File: src/rtl/ex_mem_skid_stage.sv
// EX->MEM pipeline stage with a valid/ready handshake and a 2-entry skid buffer.
// Optional forwarding outputs are enabled with the EX_MEM_FWD_EN macro.
module ex_mem_skid_stage #(
    parameter int DATA_W          = 32,
    parameter int REG_ADDR_W      = 5,
    parameter int FWD_DEPTH_CHECK = 1
) (
    input  logic                  clk,
    input  logic                  rst_n,
    input  logic                  flush,
    input  logic                  in_valid,
    output logic                  in_ready,
    input  logic                  iRegWrite,
    input  logic                  iMemToReg,
    input  logic                  iMemWrite,
    input  logic                  iMemRead,
    input  logic                  iMemBranch,
    input  logic                  ijump,
    input  logic [DATA_W-1:0]     iAdderSL2Result,
    input  logic                  iZFlag,
    input  logic [DATA_W-1:0]     iAluRes,
    input  logic [DATA_W-1:0]     iData2,
    input  logic [REG_ADDR_W-1:0] iRegDestMux,
    output logic                  out_valid,
    input  logic                  out_ready,
    output logic                  oRegWrite,
    output logic                  oMemToReg,
    output logic                  oMemWrite,
    output logic                  oMemRead,
    output logic                  oMemBranch,
    output logic                  ojump,
    output logic [DATA_W-1:0]     oAdderSL2Result,
    output logic                  oZFlag,
    output logic [DATA_W-1:0]     oAluRes,
    output logic [DATA_W-1:0]     oData2,
    output logic [REG_ADDR_W-1:0] oRegDestMux
`ifdef EX_MEM_FWD_EN
    ,
    output logic                  fwd_reg_write,
    output logic [REG_ADDR_W-1:0] fwd_rd,
    output logic [DATA_W-1:0]     fwd_data
`endif
);

    typedef struct packed {
        logic                  reg_write;
        logic                  mem_to_reg;
        logic                  mem_write;
        logic                  mem_read;
        logic                  mem_branch;
        logic                  jump;
        logic [DATA_W-1:0]     target;
        logic                  zero;
        logic [DATA_W-1:0]     alu;
        logic [DATA_W-1:0]     data2;
        logic [REG_ADDR_W-1:0] rd;
    } beat_t;

    typedef enum logic [1:0] {
        EMPTY = 2'd0,
        BUSY  = 2'd1,
        FULL  = 2'd2
    } state_t;

    state_t state;
    state_t state_nx;
    beat_t  out_q;
    beat_t  skd_q;
    beat_t  in_beat;
    logic   acc;
    logic   pop;
    logic   load_in;
    logic   load_skd;
    logic   move_skd;
    logic   gate;

    assign in_beat = {iRegWrite, iMemToReg, iMemWrite, iMemRead,
                      iMemBranch, ijump, iAdderSL2Result, iZFlag,
                      iAluRes, iData2, iRegDestMux};

    // Ready is decoded from the state flop only, so it never depends on out_ready.
    assign in_ready  = (state != FULL);
    assign out_valid = (state != EMPTY);
    assign acc       = in_valid & in_ready;
    assign pop       = out_valid & out_ready;

    always_comb begin
        state_nx = state;
        load_in  = 1'b0;
        load_skd = 1'b0;
        move_skd = 1'b0;
        if (flush) begin
            state_nx = EMPTY;
        end else begin
            unique case (state)
                EMPTY: begin
                    if (acc) begin
                        load_in  = 1'b1;
                        state_nx = BUSY;
                    end
                end
                BUSY: begin
                    if (acc && pop) begin
                        load_in = 1'b1;
                    end else if (acc) begin
                        load_skd = 1'b1;
                        state_nx = FULL;
                    end else if (pop) begin
                        state_nx = EMPTY;
                    end
                end
                FULL: begin
                    if (pop) begin
                        move_skd = 1'b1;
                        state_nx = BUSY;
                    end
                end
                default: state_nx = EMPTY;
            endcase
        end
    end

    // Bubbles must not carry side-effecting control into MEM.
    assign gate = (state_nx == EMPTY);

    always_ff @(posedge clk) begin
        if (!rst_n) begin
            state <= EMPTY;
            out_q <= '0;
            skd_q <= '0;
        end else begin
            state <= state_nx;
            if (load_in) begin
                out_q <= in_beat;
            end else if (move_skd) begin
                out_q <= skd_q;
            end else if (gate) begin
                out_q.reg_write  <= 1'b0;
                out_q.mem_write  <= 1'b0;
                out_q.mem_read   <= 1'b0;
                out_q.mem_branch <= 1'b0;
                out_q.jump       <= 1'b0;
            end
            if (load_skd) begin
                skd_q <= in_beat;
            end
        end
    end

    assign oRegWrite       = out_q.reg_write;
    assign oMemToReg       = out_q.mem_to_reg;
    assign oMemWrite       = out_q.mem_write;
    assign oMemRead        = out_q.mem_read;
    assign oMemBranch      = out_q.mem_branch;
    assign ojump           = out_q.jump;
    assign oAdderSL2Result = out_q.target;
    assign oZFlag          = out_q.zero;
    assign oAluRes         = out_q.alu;
    assign oData2          = out_q.data2;
    assign oRegDestMux     = out_q.rd;

`ifdef EX_MEM_FWD_EN
    logic fwd_qual;

    assign fwd_qual      = (FWD_DEPTH_CHECK != 0) ? out_valid : 1'b1;
    assign fwd_reg_write = out_q.reg_write & ~out_q.mem_to_reg & fwd_qual;
    assign fwd_rd        = out_q.rd;
    assign fwd_data      = out_q.alu;
`endif

endmodule

File: config.mk
export PLATFORM = sky130hd
export DESIGN_NAME = ex_mem_skid_stage
export DESIGN_NICKNAME = d
export VERILOG_FILES = /design/src/rtl/ex_mem_skid_stage.sv
export SDC_FILE = /design/constraint.sdc
export NUM_CORES = 1
export LEC_CHECK = 0
export ABC_CLOCK_PERIOD_IN_PS = 1500
export BUFFER_PORTS_ARGS = -buffer_cell sky130_fd_sc_hd__buf_2
export CAP_MARGIN = 25
export CELL_PAD_IN_SITES_DETAIL_PLACEMENT = 1
export CELL_PAD_IN_SITES_GLOBAL_PLACEMENT = 1
export CORE_MARGIN = 1.5
export CORE_UTILIZATION = 37
export DETAILED_ROUTE_END_ITERATION = 8
export GPL_TIMING_DRIVEN = 0
export PLACE_DENSITY = 0.76
export SYNTH_ARGS = -nofsm -noshare
export SYNTH_HDL_FRONTEND = slang
export SYNTH_SLANG_ARGS = --single-unit
File: constraint.sdc
create_clock -name clk -period 1.5 [get_ports clk]
set_input_delay 0 -clock clk [delete_from_list [all_inputs] [get_ports clk]]
set_output_delay 0 -clock clk [all_outputs]
set_load 0.01 [all_outputs]
==> flow_metrics.py <==
metrics = {
    "timing": {
        "drv_slew": 0,
        "min_period_ps": 1720,
        "finalSetupViolations": 176,
        "tightest_slew_ps": 876,
        "rsz0062_at_grt": "true",
        "timing.final.crit_share_pct": 115,
        "fmax_mhz": 580,
        "hold_violations": 0,
        "relSlewSlack_pct": 41.6,
        "fin_setup_tns_ps": -15690,
        "layout_setup_ws_ps": -225,
        "clock_skew_ps": 7.58,
    },
    "clock_network": {
        "clkSlewWorstSetupHoldPaths_ps": 60,
        "cts_buffers": 26,
        "cts_tree": "done",
        "cts_max_level": 1,
        "clkSinkCount": 218,
        "cts.path.max_buffers": 3,
        "insertion_delay_ps": 530,
        "clock-root-buffer": "clkbuf_16",
    },
    "place": {
        "hpwl_mm": 23.7,
        "portBuffers": 222,
        "placed_area_um2": 11100,
        "gp_congestion": 0.814,
        "pre_cts_ws_ps": -484,
        "dp.cells": 1581,
    },
    "global_routing": {
        "grt.total_usage_pct": 27.3,
        "overflow": 0,
        "grt_pass1_wl_mm": 58.0,
        "grt_pass1_vias": 10700,
        "grt_max_degree": 13,
        "antenna_found_initial": 0,
    },
    "layout": {
        "design_area_um2": 15200,
        "final_cell_mix": "buf_2 (231), dfxtp_1 (217), a21oi_1 (172), dlygate4sd3_1 (113), nand3_1 (109)",
        "final-instance-count-excl-fill": 1769,
        "num_antenna_cells": 0,
        "fin_nets": 1535,
        "drive_above_1_share_pct": 45.9,
        "final_common_cell": "buf_2",
        "utilization_pct": 60.1,
        "syn_to_final_growth_pct": 58.8,
    },
    "synth": {
        "synth_seq_area_share_pct": 45.6,
        "syn_inst": 1029,
        "synth_seq_cells": 218,
        "synth_top_area_share_pct": 45.6,
        "synth_area_leader_cell": "dfxtp_1",
        "yosys_warnings": 0,
        "synth_cell_types": 24,
        "postSynthAreaPerCell_um2": 9.31,
        "synthTopCellsByArea": "dfxtp_1 (46%), o211ai_2 (12%), a21oi_1 (11%), a32oi_1 (9.9%), nand3_1 (5.7%)",
        "syn_area_um2": 9580,
        "synth_fp_nets": 1142,
    },
    "die": {
        "fp.dieArea_um2": 26900,
        "rows": 58,
        "start_util_pct": 37.8,
        "die_w_um": 164,
        "ios": 223,
        "fp.dieH_um": 164,
        "core-area_um2": 25300,
    },
    "run_status": {
        "outcome": "complete, but fails checks",
        "failed_checks": "negative setup slack",
    },
    "power": {
        "power.static_leakage_nw": 5.49,
        "ir_drop_mv": 0.679,
        "p_per_area_nw_per_um2": 969,
    },
    "setup_path": {
        "ff2ff_path_depth": 6,
        "end_kind": "flip-flop",
        "critPathKind": "reg -> reg",
        "path_max_fanout": 8,
        "cp-start-kind": "flip-flop",
        "cp_data_arrival_time_ps": 2110,
        "cp.required_ps": 1880,
    },
    "job": {
        "cap_viol_max_count": 0,
    },
    "routing": {
        "wirelength_mm": 41.8,
        "wl_per_cell_um": 23.6,
        "drc": 0,
        "first_pass_iters": 5,
        "viasPerCell": 6.04,
        "initialDrtViolationCount": 654,
        "ant_nets": 0,
        "num_vias": 10700,
    },
    "worst_hold_path": {
        "hold_depth": 4,
        "worstHoldPathType": "in -> reg",
    },
}
## cells in the mapped netlist
library cell  number
nand2_1            2
o21ai_0          108
o211ai_1          13
a21oi_1          217
or3_1              1
inv_1              2
nand2b_1           1
nor3b_1            2
clkbuf_1          67
buf_1              4
buf_6             12
buf_2             61
o211ai_2          90
or3b_4             1
and4bb_2           1
nand3_1          109
o41ai_1            5
xnor2_1            2
nand4bb_1          1
a32oi_1          108
nor2b_1            1
clkinv_1           1
a2111oi_0          2
dfxtp_1          218
## critical path, stage by stage (launching register included)
cell and delay (ps):
dfxtp_4 350, or3b_4 410, buf_12 170, clkbuf_16 190, buf_12 140, o211ai_2 190, a21oi_1 110
## power breakdown
| part | switching, mW | leakage, nW | internal [mW] |
|---|---|---|---|
| clock network | 2.59 | 0.425 | 3.90 |
| logic | 1.15 | 3.30 | 1.01 |
| registers | 0.121 | 1.77 | 5.95 |
| total | 3.87 | 5.49 | 10.9 |
## metrics by stage
step	hold WS, ps	power (mW)
after floorplan	123	6.92
after global placement	268	7.52
after detailed placement	276	7.55
after CTS	-255	14.4
after global routing	89.6	15.1
final	62.8	14.7
## kinds of logic (layout without fill, tap and decap cells)
kind of cell              Yosys count  after routing  share of synthesized area [%]
AOI/OAI and AO/OA                 543            543                           40.3
xor gates and xnor gates            2              2                          0.183
buffers and inverters             147            557                           7.50
DFF                               218            218                           45.6
and+or+nand+nor                   119            119                           6.49
## final cells by class
type / count / area (um^2)
clock inverters: 8 / 95.1
inverters: 3 / 11.3
multi-input cells: 664 / 5370
repair buffers: 368 / 2820
flip-flops and latches: 218 / 4370
plain buffers: 141 / 1360
fillers: 2725 / 10100
well taps: 330 / 413
clock buffers: 37 / 773
## metal layers
| layer | vias up | share of wire (%) | global-route usage [%] |
|---|---|---|---|
| met1 | 5346 | 41 | 34.3 |
| met4 | 0 | 4.2 | 9.17 |
| li1 | 4817 | - | - |
| met5 | - | 0 | 0 |
| met3 | 116 | 5.3 | 4.17 |
| met2 | 407 | 50 | 47.4 |
## state kept, by name (all words and copies together) (netlist names)
name	cells
oAdderSL2Result	32
oAluRes	32
oData2	32
oMemBranch	1
oMemRead	1
oMemToReg	1
oMemWrite	1
oRegDestMux	5
oRegWrite	1
oZFlag	1
ojump	1
skd_q	108
state	2
## timing repair
item                                    in CTS  in global routing
buffers inserted                             8                  3
cloned                                       8                 14
endpoints found under the setup margin     216                217
gates resized for setup                    266                287
hold buffers                               111                  2
pin swaps                                   65                237
hold endpoints to repair                   218                  6
## path summary, 6_finish.rpt
kind,startpoint,end,slack [ps]
hold / removal,flush,oRegWrite,60
hold reg to reg,skd_q[5],skd_q[5],460
setup reg to reg,state[1],oRegDestMux[1],-220
setup / recovery,state[1],oRegDestMux[1],-220
(Power assumes the default switching activity.)
